`src/rtl/bus_pkg.sv`:
```
// bus_pkg: shared state encoding, requester indices and one-hot helper for serial_bus_arbiter
package bus_pkg;
  typedef enum logic [2:0] {IDLE, TX_HI, TX_LO, RX_HI, RX_LO} bus_state_t;
  localparam int NUM_REQ = 4;
  localparam int REQ_PC = 0;
  localparam int REQ_MAR = 1;
  localparam int REQ_MDR_TX = 2;
  localparam int REQ_MDR_RX = 3;
  function automatic logic [1:0] oh2idx(input logic [NUM_REQ-1:0] oh);
    return {oh[3] | oh[2], oh[3] | oh[1]};
  endfunction
endpackage

```
`src/rtl/rr_arbiter.sv`:
```
// rr_arbiter: combinational 4-way round-robin (req, last_idx = last served) -> one-hot gnt, first set bit after last_idx
module rr_arbiter
  import bus_pkg::*;
(
  input  logic [NUM_REQ-1:0] req,
  input  logic [1:0]         last_idx,
  output logic [NUM_REQ-1:0] gnt
);
  always_comb begin
    gnt = '0;
    for (int i = NUM_REQ; i >= 1; i--)
      if (req[2'(int'(last_idx) + i)]) gnt = NUM_REQ'(1) << 2'(int'(last_idx) + i);
  end
endmodule

```
`src/rtl/serial_bus_arbiter.sv`:
```
// serial_bus_arbiter: round-robin arbiter serialising 16-bit words over an 8-bit host link (req/word_* in, grant/done/out_bus/bus_*/rx_word/rx_valid/busy/error out)
module serial_bus_arbiter
  import bus_pkg::*;
#(
  parameter int TIMEOUT_CYCLES = 1024
) (
  input  logic                clk,
  input  logic                rst,
  input  logic [NUM_REQ-1:0]  req,
  input  logic [15:0]         word_pc,
  input  logic [15:0]         word_mar,
  input  logic [15:0]         word_mdr,
  input  logic                ard_receive_ready,
  input  logic                ard_data_ready,
  input  logic [7:0]          in_bus,
  output logic [NUM_REQ-1:0]  grant,
  output logic [NUM_REQ-1:0]  done,
  output logic [7:0]          out_bus,
  output logic                bus_pc,
  output logic                bus_mar,
  output logic                bus_mdr,
  output logic [15:0]         rx_word,
  output logic                rx_valid,
  output logic                busy,
  output logic                error
);
  localparam int CW = TIMEOUT_CYCLES > 1 ? $clog2(TIMEOUT_CYCLES) : 1;
  bus_state_t state_q, state_d;
  logic [15:0] hold_q, hold_d, rx_word_q, rx_word_d;
  logic [7:0] rx_hi_q, rx_hi_d, out_bus_q, out_bus_d;
  logic [1:0] last_q, last_d;
  logic [CW-1:0] cnt_q, cnt_d;
  logic [NUM_REQ-1:0] grant_q, grant_d, done_q, done_d, arb_gnt;
  logic [2:0] sel_q, sel_d;
  logic rx_valid_q, rx_valid_d, error_q, error_d, busy_q;
  logic tx, rx, hs, start, fin, tmo;
  rr_arbiter u_arb (.req(req), .last_idx(last_q), .gnt(arb_gnt));
  assign tx = state_q == TX_HI || state_q == TX_LO;
  assign rx = state_q == RX_HI || state_q == RX_LO;
  assign hs = tx ? ard_receive_ready : rx ? ard_data_ready : 1'b0;
  assign start = state_q == IDLE && |req;
  assign fin = hs && (state_q == TX_LO || state_q == RX_LO);
  // a strobe in the last allowed cycle still completes the byte
  assign tmo = TIMEOUT_CYCLES != 0 && (tx || rx) && !hs && cnt_q == CW'(TIMEOUT_CYCLES - 1);
  always_comb begin
    state_d = tmo ? IDLE : start ? (arb_gnt[REQ_MDR_RX] ? RX_HI : TX_HI) : !hs ? state_q :
              state_q == TX_HI ? TX_LO : state_q == RX_HI ? RX_LO : IDLE;
    grant_d = start ? arb_gnt : (fin || tmo) ? '0 : grant_q;
    hold_d = !start || arb_gnt[REQ_MDR_RX] ? hold_q : arb_gnt[REQ_PC] ? word_pc :
             arb_gnt[REQ_MAR] ? word_mar : word_mdr;
    last_d = (fin || tmo) ? oh2idx(grant_q) : last_q;
    cnt_d = state_d != state_q ? '0 : cnt_q + 1'b1;
    rx_hi_d = state_q == RX_HI && hs ? in_bus : rx_hi_q;
    rx_valid_d = state_q == RX_LO && hs;
    rx_word_d = rx_valid_d ? {rx_hi_q, in_bus} : rx_word_q;
    done_d = fin ? grant_q : '0;
    error_d = tmo;
    // outputs are registered from next-state values so they line up with the state they describe
    out_bus_d = state_d == TX_HI ? hold_d[15:8] : state_d == TX_LO ? hold_d[7:0] : 8'h00;
    sel_d = state_d == TX_HI || state_d == TX_LO ? grant_d[2:0] : 3'b000;
  end
  always_ff @(posedge clk or posedge rst) begin
    if (rst) begin
      state_q <= IDLE;
      hold_q <= '0;
      rx_word_q <= '0;
      rx_hi_q <= '0;
      out_bus_q <= '0;
      last_q <= 2'd3;
      cnt_q <= '0;
      grant_q <= '0;
      done_q <= '0;
      sel_q <= '0;
      rx_valid_q <= 1'b0;
      error_q <= 1'b0;
      busy_q <= 1'b0;
    end else begin
      state_q <= state_d;
      hold_q <= hold_d;
      rx_word_q <= rx_word_d;
      rx_hi_q <= rx_hi_d;
      out_bus_q <= out_bus_d;
      last_q <= last_d;
      cnt_q <= cnt_d;
      grant_q <= grant_d;
      done_q <= done_d;
      sel_q <= sel_d;
      rx_valid_q <= rx_valid_d;
      error_q <= error_d;
      busy_q <= state_d != IDLE;
    end
  end
  assign grant = grant_q;
  assign done = done_q;
  assign out_bus = out_bus_q;
  assign {bus_mdr, bus_mar, bus_pc} = sel_q;
  assign rx_word = rx_word_q;
  assign rx_valid = rx_valid_q;
  assign busy = busy_q;
  assign error = error_q;
endmodule

```
`config.mk`:
```
export PLATFORM = sky130hd
export DESIGN_NAME = serial_bus_arbiter
export DESIGN_NICKNAME = d
export VERILOG_FILES = /design/src/rtl/bus_pkg.sv /design/src/rtl/rr_arbiter.sv /design/src/rtl/serial_bus_arbiter.sv
export SDC_FILE = /design/constraint.sdc
export NUM_CORES = 1
export LEC_CHECK = 0
export CAP_MARGIN = 10
export CORE_ASPECT_RATIO = 1.2
export CORE_MARGIN = 2
export CORE_UTILIZATION = 44
export CTS_CLUSTER_SIZE = 25
export DETAILED_ROUTE_END_ITERATION = 16
export GPL_ROUTABILITY_DRIVEN = 0
export GPL_TIMING_DRIVEN = 0
export PLACE_DENSITY_LB_ADDON = 0.15
export SLEW_MARGIN = 5
export SYNTH_ARGS = -nofsm -noshare
export SYNTH_HDL_FRONTEND = slang
export SYNTH_SLANG_ARGS = --single-unit
export TNS_END_PERCENT = 100
```
`constraint.sdc`:
```
create_clock -name clk -period 3.1 [get_ports clk]
set_clock_uncertainty 0.05 [all_clocks]
set_input_delay 0.62 -clock clk [delete_from_list [all_inputs] [get_ports clk]]
set_output_delay 0.62 -clock clk [all_outputs]
set_load 0.1 [all_outputs]
```
# Word-level counts from Yosys, hierarchy flattened
# Index checks and enable logic that the tools add are counted.
[word_totals] out_inout_bits=38 inputBits=64 word_cells=90 reg_bits=77
[op_classes] n_reduce_logical=19 bitwise_logic=2 addsub=5 magnitude_cmp=4 muxes=34 n_shift=4 eq_ne=8
[ops] cell="2-to-1 mux 16 bit" count=3
[ops] cell="2-to-1 mux 4 bit" count=7
[ops] cell="2-to-1 mux 3 bit" count=6
[ops] cell="< comparator 2 x 4 -> 1 bit (second input constant)" count=4
[ops] cell="2-to-1 mux 8 bit" count=2
[ops] cell="<< shifter 1 x 2 -> 4 bit (first input constant)" count=4
[ops] cell="adder 10 x 1 -> 10 bit (second input constant)" count=1
[ops] cell="== test 10 bit (second input constant)" count=1
[ops] cell="2-to-1 mux 1 bit" count=10
[ops] cell="2-to-1 mux 10 bit" count=1
[ops] cell="== test 3 x 2 -> 1 bit (second input constant)" count=3
[ops] cell="binary-select mux 1 bit (select 2 bit)" count=4
[ops] cell="logical OR 1 bit" count=7
[ops] cell="== test 3 x 1 -> 1 bit (second input constant)" count=2
[ops] cell="logical AND 1 bit" count=6
[ops] cell="adder 2 x 1 -> 2 bit (second input constant)" count=2
[ops] cell="adder 2 bit (second input constant)" count=2
[ops] cell="OR reduction 4 bit" count=1
[ops] cell="== test 3 bit (second input constant)" count=1
[ops] cell="zero test 3 bit" count=1
[ops] cell="!= test 3 bit" count=1
[ops] cell="nonzero test 3 bit" count=1
[ops] cell="zero test 1 bit" count=2
[ops] cell="2-to-1 mux 2 bit" count=1
[ops] cell="2 further kinds" count=3

# Depth between registers and ports, before layout
# Gate-level depths: netlist of run 1.
[depth] word_depth=14 depth_mapped=12 mapped_depth_nobuf=8

# Hierarchy
# From an unflattened synthesis of run 1, not the netlist that was laid out.
[unflattened] cells_unflattened=358 area_unflattened_um2=4010.1
[modules_own_cells] module="serial_bus_arbiter" cells_each=313 instances=1 area_each_um2=3609.7 seq_area_each_um2=1929.4
[modules_own_cells] module="rr_arbiter" cells_each=45 instances=1 area_each_um2=400.4 seq_area_each_um2=0.0

# Worst setup path after synthesis of run 1
# No wires, ideal clock.
[synth_timing] path_type="register to register" startpoint="register last_q[0]" endpoint="register out_bus_q[5] (netlist: out_bus[5])" period_less_slack_ns=3.270 path_stages_with_launch=11 t_required_ns=2.908 setup_ns=0.142 path_buffers=3 path_slack_ns=-0.170 t_arrival_ns=3.078 cell_sequence="dfstp_2 > buf_6 > inv_1 > ha_1 > mux4_2 > clkbuf_1 > nand2_1 > or2b_1 > buf_4 > a2111oi_0 > o31ai_1"
[synth_via] elab_chain_len=14 elab_cells_between_ends=35 cone_classes="add/sub: 4; eq/ne: 2; shift: 4; mux: 24; reduce/logical: 1"
[synth_lines] item="from (decl)" line="serial_bus_arbiter.sv:31" text="logic [1:0] last_q, last_d;"
[synth_lines] item="from (signal assigned)" line="serial_bus_arbiter.sv:83" text="last_q <= last_d;"
[synth_lines] item="adder 2 x 1 -> 2 bit" line="rr_arbiter.sv:12" text="if (req[2'(int'(last_idx) + i)]) gnt = NUM_REQ'(1) << 2'(int'(last_idx) + i);"
[synth_lines] item="binary-select mux 1 bit (select 2 bit)" line="rr_arbiter.sv:12"
[synth_lines] item="2-to-1 mux 1 bit (not written as such) (2 in a row)" line="rr_arbiter.sv:12"
[synth_lines] item="2-to-1 mux 4 bit (3 in a row)" line="rr_arbiter.sv:12"
[synth_lines] item="2-to-1 mux 4 bit *" line="rr_arbiter.sv:12"
[synth_lines] item="2-to-1 mux 2 bit" line="serial_bus_arbiter.sv:46" text="state_d = tmo ? IDLE : start ? (arb_gnt[REQ_MDR_RX] ? RX_HI : TX_HI) : !hs ? state_q :"
[synth_lines] item="2-to-1 mux 3 bit (2 in a row)" line="serial_bus_arbiter.sv:46"
[synth_lines] item="== test 3 x 2 -> 1 bit" line="serial_bus_arbiter.sv:59" text="out_bus_d = state_d == TX_HI ? hold_d[15:8] : state_d == TX_LO ? hold_d[7:0] : 8'h00;"
[synth_lines] item="2-to-1 mux 8 bit" line="serial_bus_arbiter.sv:59"
[synth_lines] item="2-to-1 mux 8 bit *" line="serial_bus_arbiter.sv:59"
[synth_lines] item="net out_bus_d[5]" line="serial_bus_arbiter.sv:30" text="logic [7:0] rx_hi_q, rx_hi_d, out_bus_q, out_bus_d;"
[synth_lines] item="to (signal assigned)" line="serial_bus_arbiter.sv:82" text="out_bus_q <= out_bus_d;"
[synth_lines] item="to (decl)" line="serial_bus_arbiter.sv:30"
# The timed path passes the listed nets; every way through them passes the cells marked *. The select of a mux whose other input is x is not followed.
# A chain may end at the register's enable or synchronous reset.

# Final worst setup path of run 1
[layout_timing] startpoint="input req[0]" endpoint="register cnt_q[6]"
[layout_via] elab_chain_len=12 elab_cells_between_ends=23 cone_classes="eq/ne: 1; mux: 20; reduce/logical: 2"
[layout_lines] item="from (decl)" line="serial_bus_arbiter.sv:9" text="input logic [NUM_REQ-1:0] req,"
[layout_lines] item="binary-select mux 1 bit (select 2 bit)" line="rr_arbiter.sv:12"
[layout_lines] item="2-to-1 mux 1 bit (not written as such) (2 in a row)" line="rr_arbiter.sv:12"
[layout_lines] item="2-to-1 mux 4 bit (4 in a row)" line="rr_arbiter.sv:12"
[layout_lines] item="2-to-1 mux 2 bit" line="serial_bus_arbiter.sv:46"
[layout_lines] item="2-to-1 mux 3 bit * (2 in a row)" line="serial_bus_arbiter.sv:46"
[layout_lines] item="!= test 3 bit *" line="serial_bus_arbiter.sv:52" text="cnt_d = state_d != state_q ? '0 : cnt_q + 1'b1;"
[layout_lines] item="2-to-1 mux 10 bit *" line="serial_bus_arbiter.sv:52"
[layout_lines] item="net cnt_d[6]" line="serial_bus_arbiter.sv:32" text="logic [CW-1:0] cnt_q, cnt_d;"
[layout_lines] item="to (signal assigned)" line="serial_bus_arbiter.sv:84" text="cnt_q <= cnt_d;"
[layout_lines] item="to (decl)" line="serial_bus_arbiter.sv:32"
# Marks and branches as above.

==> qor.yml, run 1 <==
crit_required_ns: 3.29
drt_first_pass_iters: 4
antenna_found_initial: 0
status: "finished with violations"
finalWorstSetupSlack_ns: -0.0129
critPathKind: "in2reg"
clock_latency_ns: 0.36
fin_cells: 612
routed_via_density: 5.32
hold_slack_ns: 0.450
nets: 562
critPathMaxStageDelay_ns: 0.58
hold_violations: 0
die_w_um: 90.1
yosys_warnings: 0
syn_inst: 360
grt_overflow: 0
avgSynthCellArea_um2: 10.9
drtIter0Drc: 170
async_reset_ff_frac: 1.00
ios: 102
mostFrequentLayoutCells: "clkdlybuf4s50_1 (101), dfrtp_1 (75), nor2_1 (29)"
route.detailed.drc: 0
min_path_type: "reg2reg"
routed_wl_um: 9550
ys_ff_latch: 77
grt_pass1_wl_um: 15400
path_common_cell: "buf_6"
yosysSeqAreaShare: 0.493
num_rows: 37
worstPathArrival_ns: 3.30
relSlewSlack: 0.327
worstPathCellList: "clkdlybuf4s50_1 > mux4_2 > or3b_1 > a221o_1 > buf_6 > a211oi_4 > buf_6 > xor2_4 > buf_6 > nor3_2"
antenna_cells: 0
fin_util: 0.662
grt_max_degree: 62
vias: 3258
dieArea_mm2: 0.00967
clock_path_buffers: 2
cts_max_level: 3
syn_to_final_growth_pct: 45.7
r2r_cells: 10
fmax_ghz: 0.321
cts_tree: "yes"
period_minus_slack_ns: 3.11
finalCritPeriodShare: 1.00
core_mm2: 0.00861
synth_area_mm2: 0.00391
cts_root_buf: "clkbuf_8"
routedWlPerCell_um: 15.6
hold_end: "hold_q[3]"
holdCritStartpoint: "hold_q[3]"
setup_viol: 5
portBuffers: 101
fillers: 686
endpoint_kind: "flip-flop"
synth_edf_count: 0
cp_max_fo: 7
rr_endpoint: "cnt_q[6]"
clkTransAtPathRegs_ns: 0.08
tightest_slew_ns: 1.01
grt_pass1_vias: 3165
violations: "setup timing"
hold_buffers: 0
ant_nets: 0
rsz0062_at_grt: "yes"
maxCapViolations: 0
regToRegStartpoint: "last_q[0]"
slowest_stage: "mux4_2"
final_layout_size_suffix_gt1_frac: 0.238
layout_commonest_cell: "clkdlybuf4s50_1"
syn_nets: 432
placed_cells: 579
cts_sinks: 77
hpwl_um: 6920
synthFlopType: "dfrtp_1"
start_util: 0.454
die_h_um: 107
ff2ff_setup_slack_ns: 0
ys_types: 52
cts_buffers: 9
worst_hold_path.num_cells: 2
start_kind: "input pin"
slew_viol_final: 0
grt_usage: 0.201
[layout make-up]
type	count	area [um^2]	share of cell area
plain buffers	19	124	0.0217
well taps	117	146	0.0257
multi-input cells	244	1990	0.350
clock buffers	13	159	0.0279
clock inverters	3	67.6	0.0119
inverters	18	75.1	0.0132
flip-flops and latches	77	1930	0.339
repair buffers	121	1200	0.211
[critical path: cells and delay by family]
family / cells / cell delay [ns]
AO/OA/AOI/OAI: 2 / 0.57
XOR/XNOR: 1 / 0.19
buffers and inverters: 4 / 0.91
multiplexers: 1 / 0.58
AND/OR/NAND/NOR: 2 / 0.42
[per-layer routing]
| layer | global-route usage | up-vias | share of wire |
|---|---|---|---|
| met2 | 0.334 | 105 | 0.50 |
| met3 | 0.0518 | 9 | 0.054 |
| met5 | 0 | - | 0 |
| met1 | 0.251 | 1579 | 0.43 |
| met4 | 0.0813 | 0 | 0.017 |
| li1 | - | 1565 | - |
[per-stage QoR]
step | instance area, um^2 | setup slack [ns] | setup TNS, ns
finish | 5700 | -0.0129 | -0.0455
global route | 5700 | -0.130 | -2.32
CTS | 5520 | -0.0140 | -0.0703
detailed placement | 5130 | -0.507 | -16.82
global placement | 5090 | -0.769 | -76.00
floorplan | 3940 | 0.00802 | 0
[how the worst max path moves through the flow]
stage	depth (start not counted)	from	end	slack (ns)
6_report	10	req[0]	cnt_q[6]	-0.01
5_1_grt	10	last_q[0]	cnt_q[6]	-0.13
4_1_cts	11	last_q[0]	cnt_q[9]	-0.01
3_5_place_dp	9	req[0]	out_bus[4]	-0.51
3_3_place_gp	2	rst	grant[1]	-0.77
2_1_floorplan	11	last_q[0]	out_bus[0]	0.008
[Yosys cell counts (all sizes together), types with 3 or more instances]
master | instances | area share
dfrtp | 75 | 0.48
nor2 | 29 | 0.028
nand2 | 28 | 0.027
mux2 | 24 | 0.069
inv | 18 | 0.017
o31ai | 17 | 0.033
a21oi | 16 | 0.021
nand3 | 13 | 0.017
buf | 12 | 0.021
nor3 | 11 | 0.014
a211oi | 10 | 0.022
a41o | 9 | 0.023
clkbuf | 9 | 0.0086
nor3b | 9 | 0.017
o21ai | 9 | 0.012
a2111oi | 8 | 0.020
ha | 8 | 0.026
and2 | 6 | 0.0096
xnor2 | 6 | 0.013
or3b | 5 | 0.011
xor2 | 5 | 0.016
a21boi | 4 | 0.0077
mux4 | 4 | 0.023
mux2i | 3 | 0.0077
[state kept, by name, indices dropped and copies added, names as in the netlist]
register,count
rx_valid,1
hold_q,16
last_q,2
error,1
rx_word,16
busy,1
out_bus,8
grant,4
rx_hi_q,8
done,4
sel_q,3
cnt_q,10
state_q,3
[timing repair]
action,4_1_cts,5_1_grt
setup buffers,13,5
gates cloned,1,0
pin swaps,7,4
gates resized for setup,24,32
setup endpoints to repair,40,38
[logic make-up (layout without fill, tap and decap cells)]
logic type,Yosys count,in the layout,synth area share
xor gates and xnor gates,11,11,0.0294
muxes,31,31,0.0998
DFF,77,77,0.493
adders and majority gates,8,8,0.0256
AOI/OAI and AO/OA,84,84,0.165
buffers and inverters,39,174,0.0467
and+or+nand+nor,110,110,0.140
Power of run 1 is left out: the tool's default activity adds up to more than one toggle a clock period on the data nets, which glitch-free logic cannot reach.
==> run 2: changes to the inputs <==
--- a/config.mk
+++ b/config.mk
@@ -13,6 +13,7 @@
 export DETAILED_ROUTE_END_ITERATION = 16
 export GPL_ROUTABILITY_DRIVEN = 0
 export GPL_TIMING_DRIVEN = 0
+export MAX_ROUTING_LAYER = met4
 export PLACE_DENSITY_LB_ADDON = 0.15
 export SLEW_MARGIN = 5
 export SYNTH_ARGS = -nofsm -noshare
==> run 2 against run 1 <==
The run still ends with setup timing left; sequential share of layout area stayed put; final cell count unchanged; flip-flop and latch count did not move; routed wire length is 0.12% higher; clock-buffer cell count stayed put; register-to-register slack is essentially flat; critical path depth unchanged; maximum frequency about the same; largest cell class unchanged.
==> qor.yml, run 2 (synthesis results as in run 1) <==
critPathKind: "in2reg"
cts_tree: "yes"
syn_to_final_growth_pct: 45.7  # unchanged
path_common_cell: "buf_6"
violations: "setup timing"
core_mm2: 0.00861  # unchanged
num_rows: 37  # unchanged
routedWlPerCell_um: 15.6  # +0.12%
cts_buffers: 9  # unchanged
period_minus_slack_ns: 3.11  # +0.000423 ns
dp_slack_ns: -0.507  # unchanged
final_layout_size_suffix_gt1_frac: 0.238  # unchanged
crit_required_ns: 3.29  # about the same
grt_usage: 0.206  # +0.00551
placed_cell_area_mm2: 0.00513  # unchanged
die_h_um: 107  # unchanged
grt_overflow: 0  # unchanged
rr_endpoint: "cnt_q[6]"
endpoint_kind: "flip-flop"
hold_buffers: 0  # unchanged
tightest_slew_ns: 1.02  # +0.0121 ns
clkTransAtPathRegs_ns: 0.07  # about the same
setup_viol: 5  # unchanged
hold_violations: 0  # unchanged
path_buf_inv: 4  # unchanged
cts_max_level: 3  # unchanged
stdcell_area_mm2: 0.00570  # unchanged
cts_root_buf: "clkbuf_8"
route.detailed.drc: 0  # unchanged
worstPathCellList: "clkdlybuf4s50_1 > mux4_2 > or3b_1 > a221o_1 > buf_6 > a211oi_4 > buf_6 > xor2_4 > buf_6 > nor3_2"
start_util: 0.454  # unchanged
fillers: 686  # unchanged
antenna_cells: 0  # unchanged
fin_util: 0.662  # unchanged
finalWorstSetupSlack_ns: -0.0133  # -0.000423 ns
finalCritPeriodShare: 1.00  # about the same
die_w_um: 90.1  # unchanged
rsz0062_at_grt: "yes"
ios: 102  # unchanged
multi_input_area_mm2: 0.00199  # unchanged
grt_max_degree: 62  # unchanged
drt_first_pass_iters: 4  # unchanged
critPathMaxStageDelay_ns: 0.58  # about the same
antenna_found_initial: 0  # unchanged
r2r_cells: 10  # unchanged
nets: 562  # unchanged
min_path_type: "reg2reg"
cts_sinks: 77  # unchanged
hpwl_um: 6920  # unchanged
portBuffers: 101  # unchanged
worst-path-stages: 10  # unchanged
maxCapViolations: 0  # unchanged
drtIter0Drc: 170  # unchanged
ant_nets: 0  # unchanged
clock_path_buffers: 2  # unchanged
clock_latency_ns: 0.36  # about the same
cp_max_fo: 7  # unchanged
endpoint: "cnt_q[6]"
start_kind: "input pin"
status: "finished with violations"
fmax_ghz: 0.321  # about the same
routed_via_density: 5.31  # -0.25%
worstPathArrival_ns: 3.30  # about the same
seqCellArea_mm2: 0.00193  # unchanged
worstSetupStartpoint: "req[0]"
layout_commonest_cell: "clkdlybuf4s50_1"
grt_pass1_wl_um: 15300  # -0.14%
routed_wl_um: 9560  # +0.12%
slowest_stage: "mux4_2"
ff2ff_setup_slack_ns: 0  # unchanged
regToRegStartpoint: "last_q[0]"
dieArea_mm2: 0.00967  # unchanged
critPathTopFamily: "buffers and inverters"
slew_viol_final: 0  # unchanged
mostFrequentLayoutCells: "clkdlybuf4s50_1 (101), dfrtp_1 (75), nor2_1 (29)"
grt_pass1_vias: 3176  # +0.35%
relSlewSlack: 0.319  # -0.00810
vias: 3250  # -0.25%
==> run 2: cell counts in the layout (fill, tap and decap cells not counted) <==
Identical to the previous run, type by type.
==> run 2: through the flow <==
step	TNS [ns]	cells	hold slack (ns)
finish	-0.0484	612	0.454
global route	-2.32	612	0.466
CTS	-0.0703	608	0.452
detailed placement	-16.82	579	0.432
global placement	-76.00	578	0.422
floorplan	0	360	0.398
==> run 2: per-layer routing <==
metal / global-route usage / vias to the layer above / routed length (um)
met1: 0.250 / 1578 / 4200
met5: - / - / 0
met2: 0.334 / 95 / 4730
met3: 0.0518 / 11 / 453
li1: - / 1566 / -
met4: 0.0813 / 0 / 170
==> run 2: layout make-up <==
cell class	instances	area share
multi-input combinational	244	0.350
sequential	77	0.339
timing repair buffer	121	0.211
clock buffer	13	0.0279
tap	117	0.0257
buffer	19	0.0217
inverter	18	0.0132
clock inverter	3	0.0119
==> run 2: worst min-delay path by stage <==
| stage | from | endpoint | cells past startpoint |
|---|---|---|---|
| finish | rx_hi_q[7] | rx_hi_q[7] | 1 |
| floorplan | hold_q[0] | hold_q[0] | 2 |
| global route | rx_hi_q[6] | rx_hi_q[6] | 1 |
| CTS | hold_q[6] | hold_q[6] | 2 |
| detailed placement | hold_q[6] | hold_q[6] | 2 |
| global placement | hold_q[6] | hold_q[6] | 2 |
==> run 2: repair_timing <==
item | CTS | global route
buffers inserted | 13 | 5
resized for setup | 24 | 32
pin swaps | 7 | 4
cloned | 1 | 0
endpoints found under the setup margin | 40 | 38
==> run 2: worst register-to-register path, cell delays in order (launching register included) <==
cell and delay (ns):
dfstp_2 0.61, buf_6 0.12, mux4_2 0.57, or3b_1 0.37, a221o_1 0.34, buf_6 0.14
a211oi_4 0.23, buf_6 0.15, xor2_4 0.19, buf_6 0.15, nor3_2 0.05
Power of run 2 is left out for the same reason.
==> run 3: changes to the inputs <==
--- a/config.mk
+++ b/config.mk
@@ -9,12 +9,13 @@
 export CORE_ASPECT_RATIO = 1.2
 export CORE_MARGIN = 2
 export CORE_UTILIZATION = 44
-export CTS_CLUSTER_SIZE = 25
+export CTS_CLUSTER_SIZE = 16
 export DETAILED_ROUTE_END_ITERATION = 16
 export GPL_ROUTABILITY_DRIVEN = 0
 export GPL_TIMING_DRIVEN = 0
 export MAX_ROUTING_LAYER = met4
 export PLACE_DENSITY_LB_ADDON = 0.15
+export SETUP_SLACK_MARGIN = 0.02
 export SLEW_MARGIN = 5
 export SYNTH_ARGS = -nofsm -noshare
 export SYNTH_HDL_FRONTEND = slang
==> run 3 against run 2 <==
Via count increased by 3.8%; worst hold slack improved by 0.00072 ns; flip-flop and latch count is the same; clock-buffer cell count down 4; critical path type is now reg2reg; worst setup slack worse by 0.011 ns; maximum frequency is 0.35% lower; design area rose by 2.2%; the flow still finishes with violations (setup timing); die area is the same; routed wire length rose by 6.9%; sequential share of layout area shrank 0.73 points; critical path depth is 2 higher; final cell count rose by 0.65%; highest routed layer unchanged.
==> qor.yml, run 3 (synthesis results as in run 1) <==
ios: 102  # unchanged
finalWorstSetupSlack_ns: -0.0243  # -0.0110 ns
mostFrequentLayoutCells: "clkdlybuf4s50_1 (101), dfrtp_1 (75), nor2_1 (29)"
period_minus_slack_ns: 3.12  # +0.0110 ns
start_util: 0.454  # unchanged
hold_violations: 0  # unchanged
die_w_um: 90.1  # unchanged
clock_latency_ns: 0.36  # about the same
stdcell_area_mm2: 0.00582  # +2.2%
grt_pass1_vias: 3280  # +3.3%
setup_viol: 2  # -3
cts_root_buf: "clkbuf_8"
grt_pass1_wl_um: 16100  # +4.8%
fmax_ghz: 0.320  # -0.35%
core_mm2: 0.00861  # unchanged
dieArea_mm2: 0.00967  # unchanged
tightest_slew_ns: 0.994  # -0.0244 ns
vias: 3375  # +3.8%
rr_endpoint: "out_bus[6]"
holdCritStartpoint: "rx_hi_q[2]"
grt_overflow: 0  # unchanged
routed_via_density: 5.48  # +3.2%
placed_cells: 580  # +0.17%
regToRegStartpoint: "last_q[0]"
fin_util: 0.676  # +0.0145
placed_cell_area_mm2: 0.00514  # +0.22%
layout_commonest_cell: "clkdlybuf4s50_1"
cts_tree: "yes"
final_layout_size_suffix_gt1_frac: 0.257  # +0.0181
slew_viol_final: 0  # unchanged
worst_hold_path.num_cells: 1  # unchanged
num_rows: 37  # unchanged
syn_to_final_growth_pct: 48.9
violations: "setup timing"
hold_buffers: 0  # unchanged
relSlewSlack: 0.335  # +0.0163
crit_required_ns: 3.31  # +0.02 ns
routed_wl_um: 10200  # +6.9%
cts_max_level: 3  # unchanged
cp_max_fo: 10  # +3
start_kind: "flip-flop"
grt_max_degree: 58  # -6.5%
nets: 566  # +0.71%
drtIter0Drc: 212  # +25%
hold_end: "rx_word[10]"
ff2ff_setup_slack_ns: -0.02  # -0.02 ns
drt_first_pass_iters: 4  # unchanged
r2r_cells: 12  # +2
rsz0062_at_grt: "yes"
tns_ns: -0.0382  # +0.0102 ns
finalCritPeriodShare: 1.01  # +0.00356
portBuffers: 101  # unchanged
ant_nets: 0  # unchanged
status: "finished with violations"
routedWlPerCell_um: 16.6  # +6.2%
antenna_cells: 0  # unchanged
endpoint_kind: "flip-flop"
hpwl_um: 6790  # -1.9%
cts_buffers: 9  # unchanged
die_h_um: 107  # unchanged
route.detailed.drc: 0  # unchanged
fin_cells: 616  # +0.65%
maxCapViolations: 0  # unchanged
grt_usage: 0.214  # +0.00818
worstPathArrival_ns: 3.34  # +0.04 ns
clkTransAtPathRegs_ns: 0.10  # +0.03 ns
min_path_type: "reg2reg"
clock_path_buffers: 2  # unchanged
cts_sinks: 77  # unchanged
antenna_found_initial: 0  # unchanged
critPathKind: "reg2reg"
run 3: cell types whose count changed in the layout (fill, tap and decap cells not counted), moves of 3 or more:
cell       previous run  this run
buf_8                 0         3
a21boi_2              3         0
buf_6                10         5
nand3_2               0         4
a2111oi_4             2         7
nand3_1              13         9
a2111oi_2             6         1
buf_4                18        24
a21boi_1              0         4
clkinv_4              0         3
run 3: how the worst max path moves through the flow:
stage,from,end,slack (ns),cells past startpoint
after floorplan,last_q[0],out_bus[0],0.04,11
after global placement,rst,grant[3],-0.75,2
after detailed placement,req[0],out_bus[6],-0.57,8
after CTS,last_q[0],out_bus[5],0.02,11
after global routing,last_q[0],cnt_q[1],-0.08,10
final,last_q[0],out_bus[6],-0.02,12
run 3: cell type report:
cell class | instances | area [um^2]
Buffer | 18 | 138
Inverter | 18 | 72.6
Tap cell | 117 | 146
Clock buffer | 9 | 124
Multi-Input combinational cell | 245 | 2130
Timing Repair Buffer | 125 | 1220
Sequential cell | 77 | 1930
Clock inverter | 7 | 66.3
Fill cell | 668 | 2790
run 3: metrics by stage:
stage          setup WS (ns)  hold slack, ns
6_report             -0.0243           0.455
5_1_grt              -0.0770           0.470
4_1_cts               0.0207           0.456
3_5_place_dp          -0.570           0.432
3_3_place_gp          -0.749           0.417
2_1_floorplan         0.0432           0.398
run 3: metal layers:
| layer | GRT usage | wire [um] | vias to the layer above |
|---|---|---|---|
| met1 | 0.265 | 4410 | 1660 |
| met3 | 0.0343 | 436 | 19 |
| li1 | - | - | 1585 |
| met2 | 0.354 | 5150 | 111 |
| met4 | 0.0901 | 229 | 0 |
| met5 | - | 0 | - |
run 3: what timing repair did:
item,CTS,global route
gates resized for setup,27,41
gates cloned,1,1
pin swaps,3,18
endpoints found under the hold margin,0,0
setup buffers,14,7
endpoints found under the setup margin,40,38
run 3: critical path: stages (launching register included):
cell and delay [ns]:
dfstp_2 0.60, inv_4 0.06, ha_4 0.27, mux4_2 0.34, buf_4 0.17, buf_4 0.13
a21oi_1 0.14, a221o_1 0.18, buf_6 0.13, a211oi_4 0.06, or3b_1 0.42, buf_6 0.18
o31ai_2 0.31
Power of run 3 is left out for the same reason.
